===== src/rtl/conv_sched.sv =====
`default_nettype none
// ============================================================================
// Module      : conv_sched
// Description : Window scheduler for one convolution layer. Tracks pixel
//               raster position, detects complete KxK windows and sequences
//               load -> CIM compute -> function readout per window.
// Revision    : 1.0  initial release
// ============================================================================
module conv_sched #(
    parameter int  img_width  = 28,
    parameter int  kernel_dim = 3,
    localparam int out_dim    = img_width - kernel_dim + 1,
    localparam int WIN_N      = out_dim * out_dim,
    localparam int WIN_W      = (WIN_N > 1) ? $clog2(WIN_N) : 1,
    localparam int PIX_W      = (img_width > 1) ? $clog2(img_width) : 1
) (
    input  logic             clk,
    input  logic             rst,
    input  logic             i_ibuf_we,
    input  logic             i_ctrl_busy,
    input  logic             i_cim_busy,
    input  logic             i_func_busy,
    input  logic             i_next_busy,
    output logic             o_busy,
    output logic             o_ctrl_start,
    output logic             o_cim_start,
    output logic             o_func_start,
    output logic [WIN_W-1:0] o_win_idx,
    output logic             o_frame_done,
    output logic             o_err
);

    localparam logic [PIX_W-1:0] c_last_pix  = PIX_W'(img_width - 1);
    localparam logic [PIX_W-1:0] c_first_win = PIX_W'(kernel_dim - 1);
    localparam logic [WIN_W-1:0] c_last_win  = WIN_W'(WIN_N - 1);

    typedef enum logic [2:0] {
        S_IDLE       = 3'd0,
        S_LOAD_START = 3'd1,
        S_LOAD_WAIT  = 3'd2,
        S_CIM_START  = 3'd3,
        S_CIM_WAIT   = 3'd4,
        S_FUNC_REQ   = 3'd5,
        S_FUNC_WAIT  = 3'd6
    } state_t;

    state_t           r_state;
    logic [PIX_W-1:0] r_row;
    logic [PIX_W-1:0] r_col;
    logic [WIN_W-1:0] r_win_cnt;
    logic             r_pending;

    logic w_accept;
    logic w_win_event;
    logic w_func_exit;
    logic w_enter_load;
    logic w_pending_nxt;
    logic w_busy_nxt;

    assign w_accept    = i_ibuf_we && !o_busy;
    assign w_win_event = w_accept && (r_row >= c_first_win) && (r_col >= c_first_win);

    // The function unit raises busy only after its start pulse, so the
    // start cycle itself is not allowed to end FUNC_WAIT.
    assign w_func_exit   = (r_state == S_FUNC_WAIT) && !o_func_start && !i_func_busy;
    assign w_enter_load  = (r_pending || w_win_event) && ((r_state == S_IDLE) || w_func_exit);
    assign w_pending_nxt = w_enter_load ? 1'b0 : (r_pending || w_win_event);

    // Busy is computed from next-state values so it is visible in the same
    // cycle as the load start.
    assign w_busy_nxt = w_enter_load
                     || (r_state == S_LOAD_START)
                     || ((r_state == S_LOAD_WAIT) && i_ctrl_busy)
                     || w_pending_nxt;

    always_ff @(posedge clk) begin
        if (rst) begin
            r_state      <= S_IDLE;
            r_row        <= '0;
            r_col        <= '0;
            r_win_cnt    <= '0;
            r_pending    <= 1'b0;
            o_busy       <= 1'b0;
            o_ctrl_start <= 1'b0;
            o_cim_start  <= 1'b0;
            o_func_start <= 1'b0;
            o_win_idx    <= '0;
            o_frame_done <= 1'b0;
            o_err        <= 1'b0;
        end else begin
            o_ctrl_start <= 1'b0;
            o_cim_start  <= 1'b0;
            o_func_start <= 1'b0;
            o_frame_done <= 1'b0;
            r_pending    <= w_pending_nxt;
            o_busy       <= w_busy_nxt;

            if (i_ibuf_we && o_busy) begin
                o_err <= 1'b1;
            end

            if (w_accept) begin
                if (r_col == c_last_pix) begin
                    r_col <= '0;
                    r_row <= (r_row == c_last_pix) ? '0 : r_row + 1'b1;
                end else begin
                    r_col <= r_col + 1'b1;
                end
            end

            if (w_enter_load) begin
                o_ctrl_start <= 1'b1;
                o_win_idx    <= r_win_cnt;
                r_win_cnt    <= (r_win_cnt == c_last_win) ? '0 : r_win_cnt + 1'b1;
            end

            case (r_state)
                S_IDLE: begin
                    if (w_enter_load) r_state <= S_LOAD_START;
                end
                S_LOAD_START: r_state <= S_LOAD_WAIT;
                S_LOAD_WAIT: begin
                    if (!i_ctrl_busy) begin
                        r_state     <= S_CIM_START;
                        o_cim_start <= 1'b1;
                    end
                end
                S_CIM_START: r_state <= S_CIM_WAIT;
                S_CIM_WAIT: begin
                    if (!i_cim_busy) r_state <= S_FUNC_REQ;
                end
                S_FUNC_REQ: begin
                    if (!i_next_busy) begin
                        r_state      <= S_FUNC_WAIT;
                        o_func_start <= 1'b1;
                    end
                end
                S_FUNC_WAIT: begin
                    if (w_func_exit) begin
                        r_state      <= w_enter_load ? S_LOAD_START : S_IDLE;
                        o_frame_done <= (o_win_idx == c_last_win);
                    end
                end
                default: r_state <= S_IDLE;
            endcase
        end
    end

endmodule
`default_nettype wire

===== config.mk =====
export PLATFORM = sky130hd
export DESIGN_NAME = conv_sched
export DESIGN_NICKNAME = d
export VERILOG_FILES = /design/src/rtl/conv_sched.sv
export SDC_FILE = /design/constraint.sdc
export NUM_CORES = 1
export LEC_CHECK = 0
export CORE_UTILIZATION = 55
export CTS_BUF_LIST = sky130_fd_sc_hd__clkbuf_2 sky130_fd_sc_hd__clkbuf_4 sky130_fd_sc_hd__clkbuf_8
export CTS_CLUSTER_DIAMETER = 40
export DETAILED_ROUTE_END_ITERATION = 12
export HOLD_SLACK_MARGIN = 0.1
export PLACE_DENSITY = 0.84
export SETUP_SLACK_MARGIN = 0.2
export SLEW_MARGIN = 20
export SYNTH_ARGS = -nofsm -noshare
export SYNTH_HDL_FRONTEND = slang
export SYNTH_SLANG_ARGS = --single-unit
export TNS_END_PERCENT = 20

===== constraint.sdc =====
create_clock -name clk -period 2.5 [get_ports clk]
set_clock_uncertainty 0.05 [all_clocks]
set_input_delay 0.5 -clock clk [delete_from_list [all_inputs] [get_ports clk]]
set_output_delay 0.5 -clock clk [all_outputs]
set_load 0.005 [all_outputs]

==> results.yml <==
power_and_ir_drop:
  power_mw: 1.05
  pwr-share-comb_pct: 5.7
  seqPwrFrac_pct: 61.4
  p_int_mw: 0.801
  irDropWorstVdd_v: 0.000365
  power.leakage_nw: 0.733
  clkPwrFrac_pct: 32.9
  p_sw_mw: 0.252
  power_density_mw_per_mm2: 467
  swShare_pct: 24.0
worst_setup_path:
  crit_type: "register to register"
  worstPathRequired_ps: 2710
  crit_fanout: 11
  regToRegStartpoint: "r_row[0]"
  timing.rr.end: "r_win_cnt[7]"
  critPathCapture: "r_win_cnt[7]"
  end_kind: "register"
  r2r_cells: 7
  reg2reg_slack_ps: 430
  crit_arrival_ps: 2280
  startpoint_type: "register"
  critical_path.startpoint: "r_row[0]"
global_routing:
  grtUsageTotal_pct: 24.6
  antenna_found_initial: 0
  grt_pass1_wl_um: 6780
  grt-ovfl-total: 0
  grt_pass1_vias: 1559
  grt_max_degree: 39
yosys:
  syn_nets: 242
  netlist_area_mm2: 0.00193
  ys_seq_area_share_pct: 41.6
  synth_ff_type: "dfxtp_1"
  synth.avg_cell_area_um2: 8.37
  ys_types: 49
  ys_ff_latch: 40
  synthArstFlopShare_pct: 0
  yosys_warnings: 0
  netlist_instances: 230
  synth_edf_count: 0
cells_and_area:
  finish.instance_area_mm2: 0.00225
  nets: 264
  diodes: 0
  syn_to_final_growth_pct: 17.1
  drive_above_1_share_pct: 10.7
floorplanning:
  io_pins: 23
  die-width_um: 61.2
  initial_core_util_pct: 57.7
  fp-row-count: 21
  coreArea_mm2: 0.00334
  dieArea_mm2: 0.00374
  die_y_um: 61.2
sta:
  hold_ws_ps: 444
  finalHoldViolCount: 0
  worst_slew_pin_slew_ps: 636
  fin_crit_sh_pct: 82.8
  finalSetupViolCount: 0
  fmax_mhz: 483
  max_slew_margin_pct: 57.6
  slew_viol_final: 0
  setup_tns_ps: 0
  period_needed_ps: 2070
  rsz0062_at_grt: "no"
detailed_routing:
  wl_met3_um: 214
  first_iter_violations: 110
  routed_wl_um: 4150
  met2_length_um: 2000
  wl_per_cell_um: 13.9
  m1WireLength_um: 1870
  avgViaCountPerCell: 5.96
  drtAntennaViolNets: 0
  num_vias: 1782
  drcViolationCount: 0
  top_layer: "met4"
  first_pass_iters: 4
placed_design:
  globalplace.congestion: 0.829
  io_buffers: 22
  dp_hpwl_um: 2840
  placedInstanceArea_mm2: 0.00219
cts:
  ctsHoldBuffers: 0
  cts_resized: 0
  numCtsBuffers: 5
  postCtsSetupBuffers: 0
  cts_sinks: 40
  cts.reportedPaths.clkPinSlew_ps: 120
  cts_buffer_depth: 2
  htree_levels: 2
  insertion_delay_ps: 350
  cts_tree: "yes"
  cts_root_buf: "clkbuf_4"
min_path:
  min-delay-path-class: "register to register"
  hp-start: "o_win_idx[7]"
run:
  maxCapViolCount: 0
status:
  status: "complete, no violations"
==> area by class of cell <==
class	count	area, µm²
Clock buffer	6	51.3
Fill cell	289	1080
Inverter	9	33.8
Tap cell	46	57.6
Timing Repair Buffer	28	265
Sequential cell	40	801
Clock inverter	2	10.0
Multi-Input combinational cell	168	1040
==> per-stage QoR <==
| step | worst slack (ps) | cells | util [%] |
|---|---|---|---|
| after floorplan | 496 | 230 | - |
| after global placement | 99.0 | 291 | 65.7 |
| after detailed placement | 93.8 | 291 | 65.7 |
| after CTS | 416 | 299 | 67.6 |
| after global routing | 240 | 299 | 67.6 |
| final | 431 | 299 | 67.6 |
==> cell usage after synthesis, types with 3 or more instances <==
cell      number  area (µm²)
o22ai_1        3        18.8
inv_1          8        30.0
nand3_1       14        70.1
o21ai_0       15        75.1
dfxtp_1       40         801
nor2_1        17        63.8
a21oi_1       19        95.1
nor3_1         8        40.0
a211oi_1       3        22.5
a31oi_1        3        18.8
ha_1           5        62.6
nor2b_1        7        43.8
or3_1          3        18.8
nand4_1        6        37.5
a31o_2         3        26.3
nor4_1         3        18.8
nand2_1       19        71.3
clkbuf_1      10        37.5
or2_2          4        25.0
a311oi_1       3        26.3
==> routing by layer <==
layer  GRT usage [%]  up-vias
li1                -      891
met1            30.4      838
met2            40.2       46
met3            7.77        7
met4            9.42        0
met5               0        -
==> kinds of logic after synthesis <==
family / synth area share [%]
simple gates: 27.9
compound gates: 20.0
flops: 41.6
buf+inv: 4.61
fa+ha+maj: 3.25
xor+xnor: 1.36
mux: 1.30
==> state kept, by name (all words and copies together), names as in the netlist <==
name,flops
o_busy,1
o_cim_start,1
o_ctrl_start,1
o_err,1
o_frame_done,1
o_func_start,1
o_win_idx,10
r_col,5
r_pending,1
r_row,5
r_state,3
r_win_cnt,10
==> layout by cell type, fill, tap and decap left out, types with 2 or more instances in the layout <==
master / count
dfxtp_1: 40
clkdlybuf4s50_1: 22
a21oi_1: 19
nand2_1: 19
nor2_1: 17
o21ai_0: 15
nand3_1: 14
inv_1: 8
nor3_1: 8
nor2b_1: 7
nand4_1: 6
buf_4: 6
ha_1: 5
clkbuf_4: 5
or2_2: 4
nor4_1: 3
or3_1: 3
a211oi_1: 3
a31o_2: 3
a31oi_1: 3
a311oi_1: 3
o22ai_1: 3
and3_1: 2
nor4b_1: 2
or4_1: 2
o32ai_1: 2
nand4b_1: 2
and2_1: 2
xor2_1: 2
clkinv_2: 2
==> how the worst min path moves through the flow <==
stage / to / slack [ps] / depth (start not counted)
after global routing: o_win_idx[9] / 470 / 2
after detailed placement: o_win_idx[7] / 430 / 2
after global placement: o_err / 410 / 2
after floorplan: o_frame_done / 410 / 2
final: o_win_idx[7] / 440 / 2
after CTS: o_win_idx[7] / 450 / 2
==> worst max-delay path: stages, from the launching register on <==
cell      delay (ps)
dfxtp_1          410
inv_1             70
ha_1             200
nor4_1           320
a22o_1           380
buf_4            230
nor2_1            90
a311oi_1         250
==> power by group through the flow <==
stage / Sequential [mW] / Clock (mW) / Combinational, mW
6_report: 0.646 / 0.347 / 0.0599
5_1_grt: 0.647 / 0.381 / 0.0670
4_1_cts: 0.646 / 0.355 / 0.0595
3_5_place_dp: 0.660 / 0 / 0.0593
3_3_place_gp: 0.660 / 0 / 0.0585
2_1_floorplan: 0.659 / 0 / 0.0372
Power figures use the tool's default switching activity.
==> edit: new RTL, same settings <==
Put one more register stage on the output `o_cim_start`, cleared by the reset. The value now appears one clock later. The other outputs are not delayed to match.
--- a/src/rtl/conv_sched.sv
+++ b/src/rtl/conv_sched.sv
@@ -46,2 +46,4 @@
 
+    logic o_cim_start_s0;
+
     state_t           r_state;
@@ -84,3 +86,3 @@
             o_ctrl_start <= 1'b0;
-            o_cim_start  <= 1'b0;
+            o_cim_start_s0 <= 1'b0;
             o_func_start <= 1'b0;
@@ -91,3 +93,3 @@
             o_ctrl_start <= 1'b0;
-            o_cim_start  <= 1'b0;
+            o_cim_start_s0 <= 1'b0;
             o_func_start <= 1'b0;
@@ -124,3 +126,3 @@
                         r_state     <= S_CIM_START;
-                        o_cim_start <= 1'b1;
+                        o_cim_start_s0 <= 1'b1;
                     end
@@ -148,2 +150,10 @@
 
+    always_ff @(posedge clk) begin
+        if (rst) begin
+            o_cim_start <= '0;
+        end else begin
+            o_cim_start <= o_cim_start_s0;
+        end
+    end
+
 endmodule
Behaviour: same outputs for any inputs over 10 cycles, from zero or initial values and one cycle with rst high; that may be too few to reach the edited logic, so the function may still have changed.
==> edit against the original RTL <==
  * Cell area is 7.3% higher
  * Count of clock-buffer cells in the layout shrank 1
  * Sequential cell count rose by 1
  * Worst setup slack worse by 85 ps
  * Total power grew 7.0%
  * Cell count grew 2.0%
  * Area after synthesis is 6.1% higher
  * Routed wire length up 7.5%
  * Critical endpoint is now r_win_cnt[8]$_SDFFE_PP0P_
  * Largest cell class unchanged
  * Largest power group unchanged
  * Highest routed layer unchanged
==> edit: results (changes against the original RTL) <==
Yosys
  – Sequential share of the synthesized area: 0.402 (-0.0141)
  – Synth area leaders: dfxtp_1 (40%), a21oi_1 (5.1%), o31ai_1 (4.4%)
  – Net Count, Synth: 248 (+2.5%)
  – Gate Count Post-Synth: 236 (+2.6%)

Worst setup path
  – Critical-path top delay cell: a2111o_1
  – Worst-path fanout max: 3 (-8)
  – Top delay family on crit path: simple AND/OR/NAND/NOR gates
  – Slowest stage delay, CP: 460 ps (+50 ps)

Detailed routing
  – WL/cell: 14.6 microns (+5.3%)
  – Drt total wl: 4450 microns (+7.5%)
  – DR vias/cell: 6.12 (+2.7%)
  – DRT iter0 DRCs: 104 (-5.5%)

Power
  – Cell leakage power: 0.810 nW (+10%)
  – Peak supply drop: 282 uV (-23%)
  – P_int: 0.869 mW (+8.5%)

Place
  – DP Worst Slack: 62.0 ps (-31.8 ps)
  – Placed cell count: 299 (+2.7%)
  – Gp weighted congestion: 0.864 (+4.2%)
  – DP Area: 2340 sq um (+6.7%)
  – DP HPWL: 3160 microns (+11%)

Global routing
  – GRT met2 Usage: 0.388 (-0.0137)
  – GRT Util Overall: 0.245 (-0.00157)
  – Pin count of the biggest net entering global routing: 20 (-49%)
  – Vias in the first global route: 1691 (+8.5%)
  – First-pass GRT wire length: 7630 microns (+13%)
  – M1 GR Usage: 0.309 (+0.00575)

Cells and area
  – Net count, final: 272 (+3.0%)
  – Share of cells above drive strength 1: 0.0927 (-0.0141)
  – Fillcell total: 270 (-6.6%)

Clock network
  – Clock-pin transition on the worst setup and hold timing paths: 70 ps (-50 ps)
  – Setup bufs post-CTS: 0 (unchanged)
  – Clock latency on the worst-skew pair: 290 ps (-60 ps)
  – CTS Root Cell: clkbuf_8

Run status
  – Outcome: finished clean

STA
  – Relative slew slack: 0.581 (+0.00496)
edit: routing by layer:
metal  wire length (microns)  up-vias  share of wire
li1                        -      928              -
met1                    2120      885           0.47
met2                    2110       48           0.47
met3                     179        6          0.040
met4                      53        0          0.012
met5                       0        -              0
edit: cell families after synthesis:
kind of cell | after synthesis | synth area share
simple gates | 98 | 0.269
compound gates | 63 | 0.220
flops | 41 | 0.402
buf+inv | 22 | 0.0465
xor+xnor | 5 | 0.0214
fa+ha+maj | 5 | 0.0306
mux | 2 | 0.0104
edit: cell type report:
type / instances / area [sq um] / share of cell area
clock buffer: 5 / 68.8 / 0.0285
sequential: 41 / 821 / 0.339
timing repair buffer: 32 / 308 / 0.127
clock inverter: 1 / 5.00 / 0.00207
multi-input combinational: 173 / 1130 / 0.468
inverter: 7 / 26.3 / 0.0109
tap: 46 / 57.6 / 0.0238
edit: final timing paths:
kind / start / endpoint / slack, ps / cells after the start
setup / recovery: i_func_busy / r_win_cnt[8]$_SDFFE_PP0P_ / 350 / 5
setup reg to reg: r_win_cnt[0]$_SDFFE_PP0P_ / r_win_cnt[8]$_SDFFE_PP0P_ / 460 / 5
hold / removal: o_cim_start_s0$_SDFF_PP0_ / o_cim_start$_SDFF_PP0_ / 400 / 1
hold reg to reg: o_cim_start_s0$_SDFF_PP0_ / o_cim_start$_SDFF_PP0_ / 400 / 1
edit: repair_timing:
item	in CTS	in global routing
hold buffers	0	0
endpoints found under the setup margin	0	4
gates resized for setup	0	1
hold endpoints to repair	0	0
edit: power groups by stage:
stage,registers [mW],logic (mW),clock network (mW)
3_5_place_dp,0.677,0.0633,0
4_1_cts,0.662,0.0639,0.406
3_3_place_gp,0.677,0.0620,0
2_1_floorplan,0.676,0.0346,0
6_report,0.662,0.0647,0.399
5_1_grt,0.663,0.0712,0.441
